## config.mk

```make
export PLATFORM = sky130hd
export DESIGN_NAME = uart_alu_host
export DESIGN_NICKNAME = d
export VERILOG_FILES = /design/src/rtl/uart_alu_host.sv
export SDC_FILE = /design/constraint.sdc
export NUM_CORES = 1
export LEC_CHECK = 0
export ABC_AREA = 1
export BUFFER_PORTS_ARGS = -buffer_cell sky130_fd_sc_hd__buf_2
export CAP_MARGIN = 20
export CORE_MARGIN = 4
export CORE_UTILIZATION = 31
export CTS_BUF_LIST = sky130_fd_sc_hd__clkbuf_16
export DETAILED_ROUTE_END_ITERATION = 7
export SLEW_MARGIN = 20
export SYNTH_ARGS = -nofsm -noshare
export SYNTH_HDL_FRONTEND = slang
export SYNTH_SLANG_ARGS = --single-unit
```

## constraint.sdc

```tcl
create_clock -name i_clock -period 7.9 [get_ports i_clock]
set_clock_uncertainty 0.1 [all_clocks]
set_input_delay 1.58 -clock i_clock [delete_from_list [all_inputs] [get_ports i_clock]]
set_output_delay 1.58 -clock i_clock [all_outputs]
set_load 0.1 [all_outputs]
```

## src/rtl/uart_alu_host.sv

```systemverilog
// Host side of the UART ALU link. Sends operand A, operand B and the opcode
// as three back-to-back 8N1 frames, then waits for one result frame or a timeout.
// Ports:
//   i_clock, i_reset      clock, asynchronous active-high reset
//   i_start               transaction request (sampled only in IDLE)
//   i_a, i_b, i_op        operands and opcode, latched at acceptance
//   i_rx / o_tx           serial lines, both idle high
//   o_busy                high from acceptance until back in IDLE
//   o_result              last good result, held until overwritten
//   o_result_valid        one-cycle pulse when o_result updates
//   o_timeout             one-cycle pulse when no response arrived in time
//   o_frame_err           one-cycle pulse when the response stop bit was 0
module uart_alu_host #(
    parameter int unsigned DATA_SIZE    = 8,
    parameter int unsigned OPCODE_SIZE  = 6,
    parameter int unsigned CLK_HZ       = 50000000,
    parameter int unsigned BAUDRATE     = 19200,
    parameter int unsigned TIMEOUT_BITS = 40
) (
    input  logic                   i_clock,
    input  logic                   i_reset,
    input  logic                   i_start,
    input  logic [DATA_SIZE-1:0]   i_a,
    input  logic [DATA_SIZE-1:0]   i_b,
    input  logic [OPCODE_SIZE-1:0] i_op,
    input  logic                   i_rx,
    output logic                   o_tx,
    output logic                   o_busy,
    output logic [DATA_SIZE-1:0]   o_result,
    output logic                   o_result_valid,
    output logic                   o_timeout,
    output logic                   o_frame_err
);

    localparam int unsigned TDIV     = CLK_HZ / (BAUDRATE * 16);
    localparam int unsigned TW       = (TDIV > 1) ? $clog2(TDIV) : 1;
    localparam int unsigned BW       = $clog2(DATA_SIZE + 2);
    localparam int unsigned TO_LIMIT = TIMEOUT_BITS * 16;
    localparam int unsigned OW       = $clog2(TO_LIMIT + 1);

    typedef enum logic [2:0] {
        ST_IDLE,
        ST_SEND_A,
        ST_SEND_B,
        ST_SEND_OP,
        ST_WAIT_RESP
    } state_t;

    state_t                 state_q, state_d;
    logic [TW-1:0]          tick_cnt_q, tick_cnt_d;
    logic [3:0]             sub_q, sub_d;        // tick within bit (tx and rx share it)
    logic [BW-1:0]          bit_q, bit_d;        // 0 = start, 1..DATA_SIZE = data, last = stop
    logic [DATA_SIZE-1:0]   sh_q, sh_d;          // tx shift register
    logic [DATA_SIZE-1:0]   b_q, b_d;
    logic [DATA_SIZE-1:0]   op_q, op_d;
    logic [DATA_SIZE-1:0]   rx_sh_q, rx_sh_d;
    logic [DATA_SIZE-1:0]   result_q, result_d;
    logic [OW-1:0]          to_q, to_d;
    logic                   rx_act_q, rx_act_d;  // start bit seen, frame in progress
    logic                   tx_q, tx_d;
    logic                   busy_q, busy_d;
    logic                   valid_q, valid_d;
    logic                   timeout_q, timeout_d;
    logic                   ferr_q, ferr_d;
    logic                   rx_meta_q, rx_sync_q;
    logic                   tick;
    logic [OW-1:0]          to_inc;

    // State and datapath registers
    always_ff @(posedge i_clock or posedge i_reset) begin
        if (i_reset) begin
            state_q    <= ST_IDLE;
            tick_cnt_q <= '0;
            sub_q      <= '0;
            bit_q      <= '0;
            sh_q       <= '0;
            b_q        <= '0;
            op_q       <= '0;
            rx_sh_q    <= '0;
            result_q   <= '0;
            to_q       <= '0;
            rx_act_q   <= 1'b0;
            tx_q       <= 1'b1;
            busy_q     <= 1'b0;
            valid_q    <= 1'b0;
            timeout_q  <= 1'b0;
            ferr_q     <= 1'b0;
            rx_meta_q  <= 1'b1;
            rx_sync_q  <= 1'b1;
        end else begin
            state_q    <= state_d;
            tick_cnt_q <= tick_cnt_d;
            sub_q      <= sub_d;
            bit_q      <= bit_d;
            sh_q       <= sh_d;
            b_q        <= b_d;
            op_q       <= op_d;
            rx_sh_q    <= rx_sh_d;
            result_q   <= result_d;
            to_q       <= to_d;
            rx_act_q   <= rx_act_d;
            tx_q       <= tx_d;
            busy_q     <= busy_d;
            valid_q    <= valid_d;
            timeout_q  <= timeout_d;
            ferr_q     <= ferr_d;
            rx_meta_q  <= i_rx;
            rx_sync_q  <= rx_meta_q;
        end
    end

    // Next-state and output logic
    always_comb begin
        state_d    = state_q;
        sub_d      = sub_q;
        bit_d      = bit_q;
        sh_d       = sh_q;
        b_d        = b_q;
        op_d       = op_q;
        rx_sh_d    = rx_sh_q;
        result_d   = result_q;
        to_d       = to_q;
        rx_act_d   = rx_act_q;
        tx_d       = tx_q;
        busy_d     = busy_q;
        valid_d    = 1'b0;
        timeout_d  = 1'b0;
        ferr_d     = 1'b0;
        tick       = (tick_cnt_q == TW'(TDIV - 1));
        tick_cnt_d = tick ? '0 : tick_cnt_q + TW'(1);
        to_inc     = (to_q == OW'(TO_LIMIT)) ? to_q : to_q + OW'(1);

        case (state_q)
            ST_IDLE: begin
                if (i_start) begin
                    state_d    = ST_SEND_A;
                    tick_cnt_d = '0;     // aligns o_tx edges to the acceptance edge
                    sub_d      = '0;
                    bit_d      = '0;
                    sh_d       = i_a;
                    b_d        = i_b;
                    op_d       = DATA_SIZE'(i_op);
                    tx_d       = 1'b0;
                    busy_d     = 1'b1;
                end
            end

            ST_SEND_A, ST_SEND_B, ST_SEND_OP: begin
                if (tick) begin
                    if (sub_q == 4'd15) begin
                        sub_d = '0;
                        if (bit_q == BW'(DATA_SIZE + 1)) begin
                            // Stop bit done: next frame starts immediately
                            bit_d = '0;
                            if (state_q == ST_SEND_A) begin
                                state_d = ST_SEND_B;
                                sh_d    = b_q;
                                tx_d    = 1'b0;
                            end else if (state_q == ST_SEND_B) begin
                                state_d = ST_SEND_OP;
                                sh_d    = op_q;
                                tx_d    = 1'b0;
                            end else begin
                                state_d  = ST_WAIT_RESP;
                                tx_d     = 1'b1;
                                to_d     = '0;
                                rx_act_d = 1'b0;
                            end
                        end else begin
                            bit_d = bit_q + BW'(1);
                            if (bit_q == BW'(DATA_SIZE)) begin
                                tx_d = 1'b1;
                            end else begin
                                tx_d = sh_q[0];
                                sh_d = sh_q >> 1;
                            end
                        end
                    end else begin
                        sub_d = sub_q + 4'd1;
                    end
                end
            end

            ST_WAIT_RESP: begin
                if (tick) begin
                    if (!rx_act_q) begin
                        // Hunting; a start edge takes priority over expiry
                        if (!rx_sync_q) begin
                            rx_act_d = 1'b1;
                            sub_d    = '0;
                            bit_d    = '0;
                            to_d     = to_inc;
                        end else if (to_q >= OW'(TO_LIMIT - 1)) begin
                            timeout_d = 1'b1;
                            busy_d    = 1'b0;
                            state_d   = ST_IDLE;
                        end else begin
                            to_d = to_inc;
                        end
                    end else if (bit_q == '0) begin
                        // Start verification window: timeout keeps counting
                        to_d = to_inc;
                        if (sub_q == 4'd6) begin
                            sub_d = '0;
                            if (rx_sync_q) begin
                                rx_act_d = 1'b0;
                            end else begin
                                bit_d = BW'(1);
                            end
                        end else begin
                            sub_d = sub_q + 4'd1;
                        end
                    end else if (sub_q == 4'd15) begin
                        sub_d = '0;
                        if (bit_q == BW'(DATA_SIZE + 1)) begin
                            state_d  = ST_IDLE;
                            busy_d   = 1'b0;
                            rx_act_d = 1'b0;
                            if (rx_sync_q) begin
                                result_d = rx_sh_q;
                                valid_d  = 1'b1;
                            end else begin
                                ferr_d = 1'b1;
                            end
                        end else begin
                            rx_sh_d = {rx_sync_q, rx_sh_q[DATA_SIZE-1:1]};
                            bit_d   = bit_q + BW'(1);
                        end
                    end else begin
                        sub_d = sub_q + 4'd1;
                    end
                end
            end

            default: begin
                state_d = ST_IDLE;
                busy_d  = 1'b0;
                tx_d    = 1'b1;
            end
        endcase
    end

    assign o_tx           = tx_q;
    assign o_busy         = busy_q;
    assign o_result       = result_q;
    assign o_result_valid = valid_q;
    assign o_timeout      = timeout_q;
    assign o_frame_err    = ferr_q;

endmodule
```

# ---- Word level (Yosys, flattened, before mapping)
# Index checks and enable logic that the tools add are counted.
dict set report totals {
  register_bits 75
  latch_bits 0
  ram_bits 0
  mem_bits_ro 0
  input_bits 26
  memories 0
}
dict set report op_classes {
  n_addsub 4
  multipliers 0
  div_mod_pow 0
  order_cmp 1
  n_eq_ne 31
  n_shift 0
  mux 105
  n_bitwise 4
  n_reduce_logical 17
}
# operator n
set op_table {}
lappend op_table {{2-to-1 mux 10 bit} 11}
lappend op_table {{2-to-1 mux 8 bit} 10}
lappend op_table {{2-to-1 mux 4 bit} 18}
lappend op_table {{2-to-1 mux 1 bit} 45}
lappend op_table {{2-to-1 mux 3 bit} 13}
lappend op_table {{!= test 3 bit (second input constant)} 8}
lappend op_table {{!= test 4 bit (second input constant)} 6}
lappend op_table {{one-hot mux 4 bit (3 select lines)} 2}
lappend op_table {{one-hot mux 10 bit (2 select lines)} 1}
lappend op_table {{AND reduction 10 bit} 2}
lappend op_table {{one-hot mux 8 bit (2 select lines)} 1}
lappend op_table {{!= test 2 bit (second input constant)} 7}
lappend op_table {{AND reduction 7 bit} 2}
lappend op_table {{== test 4 bit (second input constant)} 3}
lappend op_table {{AND reduction 6 bit} 2}
lappend op_table {{adder 10 x 1 -> 10 bit (second input constant)} 1}
lappend op_table {{== test 10 bit (second input constant)} 1}
lappend op_table {{>= comparator 10 bit (second input constant)} 1}
lappend op_table {{one-hot mux 3 bit (3 select lines)} 1}
lappend op_table {{AND reduction 9 bit} 1}
lappend op_table {{adder 4 x 1 -> 4 bit (second input constant)} 2}
lappend op_table {{adder 8 x 1 -> 8 bit (second input constant)} 1}
lappend op_table {{== test 8 bit (second input constant)} 1}
lappend op_table {{AND reduction 8 bit} 1}
lappend op_table {{other kinds (15)} 21}

# ---- Logic depth before layout (Yosys ltp)
# Gate-level depths: netlist (run 1).
dict set report depth {
  ltp_word 7
  ltp_mapped 12
}

# ---- Worst setup path before layout (run 1)
# No wires, ideal clock.
dict set report synth_timing {
  path_type {register to output}
  from {reg busy_q, in the netlist o_busy}
  to {out o_busy}
  arrival_ns 0.898
  required_ns 6.220
  path_slack_ns 5.322
  path_stages_with_launch 1
  path_buffers 0
  path_cell_list {dfrtp_1}
}
# element line_no
set synth_rtl {}
lappend synth_rtl {{start: declaration} 61} ;# logic busy_q, busy_d;
lappend synth_rtl {{start signal: assignment} 103} ;# busy_q <= busy_d;
lappend synth_rtl {{end: declaration} 28} ;# output logic o_busy,
# No word-level cell between the ends.

# ---- Worst setup path after layout (run 1)
dict set report layout_timing {
  from {reg tx_q, in the netlist o_tx}
  to {out o_tx}
}
# element line_no
set layout_rtl {}
lappend layout_rtl {{start: declaration} 60} ;# logic tx_q, tx_d;
lappend layout_rtl {{start signal: assignment} 102} ;# tx_q <= tx_d;
lappend layout_rtl {{end: declaration} 27} ;# output logic o_tx,
# No word-level cell between the ends.

==> out/qor.yml, run 1 <==
ys.flop_type: "dfrtp_1"
critPathTopFamily: "flip-flops"
synth_common_cells: "nand2_1, dfrtp_1, inv_1"
first_iter_violations: 213
dp_cells: 731
syn_inst: 531
tns_ns: 0
ys_ff_latch: 75
synth_edf_count: 0
cts_sinks: 75
vias: 3582
die_h_um: 123
syn_nets: 566
io_buffers: 38
synth.most_common_cell: "nand2_1"
area_growth_pct: 16.4
fin_cells: 747
drt-total-wl_mm: 9.11
crit_arrival_ns: 1.28
criticalPathCategory: "register to output pin"
netlist-cell-type-count: 40
fin_crit_sh_pct: 37.5
dpl_cell_area_mm2: 0.00442
worstPathMaxFanout: 2
diodes: 0
layout-drive-gt1-share_pct: 17.0
via_per_inst: 4.80
p_total_mw: 1.54
cts-root-buf: "clkbuf_16"
drc_errors: 0
fp-row-count: 41
yosysTopAreaCellShare_pct: 44.3
hold_viol: 0
synth.avg_cell_area_um2: 7.67
grt_pass1_vias: 3325
finalWorstSetupSlack_ns: 4.94
hold_class: "register to register"
cp-end-kind: "output pin"
cts.reportedPaths.clkPinSlew_ns: 0.06
use_met3_pct: 3.09
synth-async-reset-ratio_pct: 100
cap_viol_max_count: 0
slowest_delay_ns: 0.53
dieArea_mm2: 0.0150
peakVddDrop_mv: 0.159
grt_max_degree: 76
busiest_layer: "met2"
rsz0062_at_grt: "no"
crit_chain: "buf_2"
clk_latency_ns: 0.33
critPathLaunchType: "register"
yosysSeqAreaShare_pct: 46.2
max_freq_mhz: 338
die_w_um: 123
yosys-top-cells-area: "dfrtp_1, nand2_1, inv_1"
use_met1_pct: 17.4
grt_overflow: 0
cts_hold_buf: 0
setup_violations: 0
worstMarginPinSlew_ns: 0.943
fin_area_mm2: 0.00474
grt_pass1_wl_mm: 15.4
cts.repair.resized: 0
worstPathRequired_ns: 6.22
firstDrtPassIters: 5
synth_area_mm2: 0.00407
ant_nets: 0
numCtsBuffers: 9
p_leak_nw: 2.37
core_mm2: 0.0127
synth_top_area_cell: "dfrtp_1"
grt_use_met2_pct: 20.0
cp_slowest_cell: "dfstp_2"
post_drt_wl_per_cell_um: 12.2
antenna_found_initial: 0
fin_crit_ns: 2.96
status: "finished clean"
post_cts.repair.setup_buffers: 0
dpl_worst_slack_ns: 5.12
cts_tree: "yes"
place_hpwl_mm: 6.59
htreeDepth: 3
pwr_density_cell_mw_per_mm2: 325
boundaryPins: 39
max_slew_margin_pct: 37.1
drv_slew: 0
start_util_pct: 32.0
cts_buffer_depth: 2
finalNetCount: 605
crit_buf_inv: 1
yosysWarnings: 0
grtUsageTotal_pct: 12.9
routabilityCongestion: 0.858
[logic make-up after synthesis]
kind of cell    share of synthesized area, %
simple gates                            31.9
compound gates                          11.4
flops                                   46.2
buf+inv                                 7.31
fa+ha+maj                               2.77
xor+xnor                               0.430
[worst reg2reg max path: cells and delay by family (launching register included)]
kind                   cells  cell delay [ns]
AND/OR/NAND/NOR            6             1.31
buffers and inverters      1             0.28
AO/OA/AOI/OAI              1             0.07
flip-flops                 1             0.44
[placed cells by master, fill, tap and decap left out, types with 5 or more instances in the layout]
cell type / n
nand2_1: 176
inv_1: 56
inv_2: 5
clkbuf_16: 9
nor3_1: 9
buf_2: 38
o21ai_0: 26
nor2_1: 36
a21oi_1: 14
nand2_2: 9
o21ai_1: 15
dfrtp_1: 72
nand3_1: 42
ha_1: 9
o21ai_2: 9
[final timing paths]
| path | startpoint | endpoint | slack (ns) | depth (start not counted) |
|---|---|---|---|---|
| max | o_tx | o_tx | 4.94 | 1 |
| min | rx_meta_q | rx_sync_q | 0.26 | 0 |
| max reg2reg | state_q[1] | rx_sh_q[4] | 5.59 | 8 |
| min reg2reg | rx_meta_q | rx_sync_q | 0.26 | 0 |
| max in group asynchronous | i_reset | op_q[4] | 5.67 | 3 |
| min in group asynchronous | i_reset | bit_q[2] | 1.45 | 3 |
[registers in the layout, indices dropped and copies added, names as in the netlist, 3 cells and up]
| register | cells |
|---|---|
| rx_sh_q | 8 |
| sh_q | 8 |
| op_q | 6 |
| to_q | 10 |
| bit_q | 4 |
| o_result | 8 |
| sub_q | 4 |
| tick_cnt_q | 8 |
| state_q | 3 |
| b_q | 8 |
[per-stage QoR]
stage               hold WS, ns  utilization (%)
finish                    0.255             37.3
floorplan                 0.245                -
CTS                       0.255             37.3
global placement          0.246             34.8
detailed placement        0.247             34.8
global route              0.257             37.3
[report_power, final]
part | internal [mW] | switching, mW | total, mW
sequential | 0.483 | 0.0721 | 0.555
combinational | 0.168 | 0.382 | 0.550
clock | 0.276 | 0.159 | 0.434
[per-layer routing]
layer  up-vias  share of wire, %
li1       1787                 -
met1      1694                48
met2        84                46
met3        17               4.7
met4         0               1.6
met5         -                 0
[area by class of cell]
cell class | count | area [µm²]
multi-input cells | 383 | 1890
clock inverters | 7 | 92.6
well taps | 172 | 215
repair buffers | 39 | 198
flip-flops and latches | 75 | 1880
clock buffers | 9 | 225
inverters | 62 | 235
fillers | 1362 | 7980
Note: power is estimated with default switching activity, not from simulation.
==> run 2, diff against run 1 <==
==> constraint.sdc (replaced) <==
create_clock -name i_clock -period 2.5 [get_ports i_clock]
set_clock_uncertainty 0.1 [all_clocks]
set_input_delay 0.5 -clock i_clock [delete_from_list [all_inputs] [get_ports i_clock]]
set_output_delay 0.5 -clock i_clock [all_outputs]
set_load 0.1 [all_outputs]
==> run 2 against run 1 <==
Hold slack worse by 0.096 ns. Combinational power rose to 3.2 times the previous value. Critical endpoint is now o_result[7]. Flip-flop and latch count unchanged. Sequential share of layout area down 0.14 points. Design area up 0.34%. Wire length down 1.7%. Worst setup slack worse by 4.6 ns. Critical path depth up 7. Sequential power rose to 3.2 times the previous value. Count of clock-buffer cells in the layout unchanged. Die area unchanged. Clock power rose to 3.0 times the previous value.
==> out/qor.yml, run 2 (synthesized netlist as in run 1, its figures left out) <==
status: "finished clean"
criticalPathCategory: "register to register"
cp_slowest_cell: "dfrtp_1"
crit_arrival_ns: 2.24  # +0.96 ns
numCtsBuffers: 9  # unchanged
via_per_inst: 4.73  # -1.4%
holdPathStages: 1  # +1
firstDrtPassIters: 4  # -1
io_buffers: 38  # unchanged
cts_buffer_depth: 2  # unchanged
final_common_cell: "nand2_1"
worstPathRequired_ns: 2.62  # -3.60 ns
crit_top_cell: "nand2_2"
drv_slew: 0  # unchanged
max_slew_margin_pct: 68.1  # +31 points
fin_util_pct: 37.4  # +0.13 points
fin_area_mm2: 0.00476  # +0.34%
die_w_um: 123  # unchanged
holdWs_ns: 0.160  # -0.0959 ns
core_mm2: 0.0127  # unchanged
grtUsageTotal_pct: 13.2  # +0.37 points
area_growth_pct: 16.8
cts_sinks: 75  # unchanged
regMostFlops: "to_q"
max_freq_mhz: 471
cts_hold_buf: 0  # unchanged
cts.reportedPaths.clkPinSlew_ns: 0.06  # about the same
hp-start: "i_rx"
start_util_pct: 32.0  # unchanged
holdPathEnd: "rx_meta_q"
grt_pass1_vias: 3337  # +0.36%
setup_violations: 0  # unchanged
grt_pass1_wl_mm: 15.7  # +1.7%
dpl_cell_area_mm2: 0.00445  # +0.71%
cts-root-buf: "clkbuf_16"
r2r-end: "o_result[7]"
rsz0062_at_grt: "no"
r2r_setup_slack_ns: 0.38  # -5.21 ns
cp-end-kind: "register"
worstMarginPinSlew_ns: 0.475  # -0.468 ns
pwr_density_cell_mw_per_mm2: 1010  # +210%
cts_tree: "yes"
dieArea_mm2: 0.0150  # unchanged
p_leak_nw: 2.35  # -0.67%
place_hpwl_mm: 6.46  # -1.9%
peakVddDrop_mv: 0.617  # +290%
post_cts.repair.setup_buffers: 0  # unchanged
hold_class: "primary input to register"
tns_ns: 0  # unchanged
r2r_cells: 8  # unchanged
grt_max_degree: 76  # unchanged
drc_errors: 0  # unchanged
clk_latency_ns: 0.34  # about the same
cap_viol_max_count: 0  # unchanged
slowest_delay_ns: 0.43  # -0.10 ns
crit_buf_inv: 1  # unchanged
antenna_found_initial: 0  # unchanged
worstPathMaxFanout: 16  # +14
die_h_um: 123  # unchanged
post_drt_wl_per_cell_um: 11.9  # -2.0%
fp-row-count: 41  # unchanged
layout-drive-gt1-share_pct: 17.3  # +0.29 points
grt_overflow: 0  # unchanged
boundaryPins: 39  # unchanged
cts.repair.resized: 0  # unchanged
htreeDepth: 3  # unchanged
largest_register_ff_count: 10  # unchanged
rr_startpoint: "state_q[1]"
ant_nets: 0  # unchanged
vias: 3542  # -1.1%
final_cell_mix: "nand2_1, dfrtp_1, inv_1, nand3_1, buf_2"
first_iter_violations: 237  # +11%
fin_crit_ns: 2.12
fin_crit_sh_pct: 84.9
critPathLaunchType: "register"
hold_viol: 0  # unchanged
finalNetCount: 607  # +0.33%
drt-total-wl_mm: 8.95  # -1.7%
crit_chain: "nor2_4, nand2_2, inv_2, nand2_2, nor2_2, nand3_2, nand2_1, o21ai_1"
diodes: 0  # unchanged
routabilityCongestion: 0.832  # -3.0%
critPathTopFamily: "simple AND/OR/NAND/NOR gates"
## run 2: through the flow
stage               setup slack (ns)  cells  power (mW)
detailed placement             0.391    733        3.53
global route                   0.108    749        5.21
global placement               0.425    733        3.49
finish                         0.378    749        4.81
CTS                            0.378    749        4.87
floorplan                      0.781    531        3.14
## run 2: final cells by class
cell class,instances,area (µm²)
Clock inverter,7,77.6
Timing Repair Buffer,41,225
Clock buffer,9,225
Sequential cell,75,1880
Tap cell,172,215
Fill cell,1358,7970
Inverter,62,239
Multi-Input combinational cell,383,1890
## run 2: how the worst max path moves through the flow
stage / slack (ns) / start / cells after the start / end
6_report: 0.38 / state_q[1] / 8 / o_result[7]
5_1_grt: 0.11 / state_q[1] / 8 / o_result[7]
4_1_cts: 0.38 / state_q[1] / 8 / o_result[6]
3_5_place_dp: 0.39 / state_q[1] / 8 / o_result[1]
3_3_place_gp: 0.43 / state_q[1] / 8 / o_result[7]
2_1_floorplan: 0.78 / bit_q[1] / 10 / state_q[2]
## run 2: power by group
part	switching (mW)	total, mW	internal (mW)
clock	0.530	1.31	0.777
combinational	1.20	1.74	0.540
sequential	0.236	1.76	1.53
## run 2: worst reg2reg max path, delay by kind of cell, from the launching register on
kind	cells	cell delay, ns
and+or+nand+nor	6	1.13
DFF	1	0.43
buffers and inverters	1	0.28
AOI/OAI and AO/OA	1	0.07
## run 2: routing by layer
metal / wire, µm / part of all wire, % / global-route usage [%] / vias to the layer above
li1: - / - / - / 1787
met1: 4260 / 48 / 17.8 / 1684
met3: 317 / 3.5 / 2.81 / 10
met4: 166 / 1.9 / 6.09 / 0
met2: 4200 / 47 / 20.4 / 61
met5: 0 / 0 / 0 / -
==> run 3, diff against run 2 <==
==> constraint.sdc (replaced) <==
create_clock -name i_clock -period 1.9 [get_ports i_clock]
set_clock_uncertainty 0.1 [all_clocks]
set_input_delay 0.38 -clock i_clock [delete_from_list [all_inputs] [get_ports i_clock]]
set_output_delay 0.38 -clock i_clock [all_outputs]
set_load 0.1 [all_outputs]
==> run 3 against run 2 <==
Worst setup slack got worse by 0.28 ns. Clock power up 53%. Global-route usage increased by 0.075 points. Hold slack lost 0.13 ns. Wire length grew 4.1%. Total power up 44%. Combinational power up 51%. Sequential power rose by 30%. Flip-flop and latch count unchanged. Sequential share of layout area decreased by 2.5 points. Critical path type is now register to output pin.
==> out/qor.yml, run 3 (synthesized netlist as in run 1, its figures left out) <==
status: "finished clean"
crit_buf_inv: 1  # unchanged
crit_arrival_ns: 1.32  # -0.92 ns
post_drt_wl_per_cell_um: 12.1  # +0.99%
fin_crit_ns: 1.80
p_leak_nw: 2.50  # +6.1%
cts-root-buf: "clkbuf_16"
cts_buffer_depth: 2  # unchanged
finalNetCount: 630  # +3.8%
cts.reportedPaths.clkPinSlew_ns: 0.06  # about the same
final_cell_mix: "nand2_1, dfrtp_1, inv_1, nand3_1, buf_2"
first_iter_violations: 175  # -26%
worstPathMaxFanout: 2  # -14
io_buffers: 38  # unchanged
vias: 3555  # +0.37%
worstPathRequired_ns: 1.42  # -1.20 ns
clk_latency_ns: 0.34  # about the same
fp-row-count: 41  # unchanged
grt_pass1_vias: 3499  # +4.9%
crit_chain: "buf_2"
critPathTopFamily: "flip-flops"
slowest_delay_ns: 0.55  # +0.12 ns
area_growth_pct: 24.6
cp_slowest_cell: "dfstp_2"
drc_errors: 0  # unchanged
grt_pass1_wl_mm: 16.0  # +2.1%
layout-drive-gt1-share_pct: 23.8  # +6.5 points
peakVddDrop_mv: 0.691  # +12%
max_freq_mhz: 555
dpl_cell_area_mm2: 0.00458  # +2.8%
criticalPathCategory: "register to output pin"
cts_tree: "yes"
place_hpwl_mm: 6.74  # +4.3%
firstDrtPassIters: 4  # unchanged
critPathLaunchType: "register"
start_util_pct: 32.0  # unchanged
die_h_um: 123  # unchanged
rsz0062_at_grt: "yes"
cp-end-kind: "output pin"
diodes: 0  # unchanged
drv_slew: 0  # unchanged
cts_hold_buf: 0  # unchanged
grtUsageTotal_pct: 13.3  # +0.075 points
grt_overflow: 0  # unchanged
max_slew_margin_pct: 67.3  # -0.79 points
fin_util_pct: 39.9  # +2.5 points
pwr_density_cell_mw_per_mm2: 1360  # +35%
p_total_mw: 6.90  # +44%
drt-total-wl_mm: 9.31  # +4.1%
nFillCells: 1360  # +0.15%
setup_violations: 0  # unchanged
fin_cells: 772  # +3.1%
dieArea_mm2: 0.0150  # unchanged
regMostFlops: "to_q"
fin_crit_sh_pct: 94.7
routabilityCongestion: 0.869  # +4.4%
r2r_setup_slack_ns: 0.1  # -0.28 ns
via_per_inst: 4.60  # -2.6%
hold_class: "primary input to register"
cts_sinks: 75  # unchanged
core_mm2: 0.0127  # unchanged
grt_max_degree: 76  # unchanged
largest_register_ff_count: 10  # unchanged
htreeDepth: 3  # unchanged
ant_nets: 0  # unchanged
antenna_found_initial: 0  # unchanged
final_common_cell: "nand2_1"
numCtsBuffers: 9  # unchanged
die_w_um: 123  # unchanged
cap_viol_max_count: 0  # unchanged
holdWs_ns: 0.0336  # -0.126 ns
boundaryPins: 39  # unchanged
worstMarginPinSlew_ns: 0.487  # +0.0114 ns
hold_viol: 0  # unchanged
fin_area_mm2: 0.00507  # +6.7%
dp_cells: 748  # +2.0%
run 3: area by class of cell:
cell class	count	area, µm²	area share (%)
multi-input combinational	383	1970	38.9
timing repair buffer	64	414	8.16
inverter	62	241	4.76
clock buffer	9	225	4.44
sequential	75	1880	37.1
clock inverter	7	124	2.44
tap	172	215	4.24
run 3: layer usage:
metal	wire length (µm)	global-route usage [%]	up-vias
li1	-	-	1828
met1	4570	17.4	1673
met2	4310	21.2	43
met3	280	3.55	11
met4	152	5.04	0
met5	0	0	-
run 3: timing repair:
action / CTS / global route
pin swaps: 1 / 4
buffers inserted: 2 / 6
gates resized for setup: 3 / 25
gates cloned: 0 / 0
setup endpoints to repair: 14 / 47
hold endpoints to repair: 0 / 0
run 3: report_power, final:
| part | internal, mW | total (mW) | switching [mW] |
|---|---|---|---|
| logic | 0.903 | 2.62 | 1.72 |
| clock network | 1.29 | 2.00 | 0.707 |
| registers | 2.01 | 2.28 | 0.277 |
| total | 4.20 | 6.90 | 2.70 |
run 3: path summary, 6_finish.rpt:
kind                                  end  startpoint  cells past startpoint
worst min register to register  rx_sync_q   rx_meta_q                      0
worst min-delay path            rx_meta_q        i_rx                      1
worst max-delay path                 o_tx        o_tx                      1
min in group asynchronous        bit_q[0]     i_reset                      3
max in group asynchronous            o_tx     i_reset                      3
worst max register to register    sh_q[7]    sub_q[1]                      9
run 3: through the flow:
stage	setup TNS, ns	setup WS, ns
6_report	0	0.0998
5_1_grt	-0.0793	-0.0151
4_1_cts	0	0.00348
3_5_place_dp	-0.478	-0.0818
3_3_place_gp	-0.144	-0.0381
2_1_floorplan	0	0.181
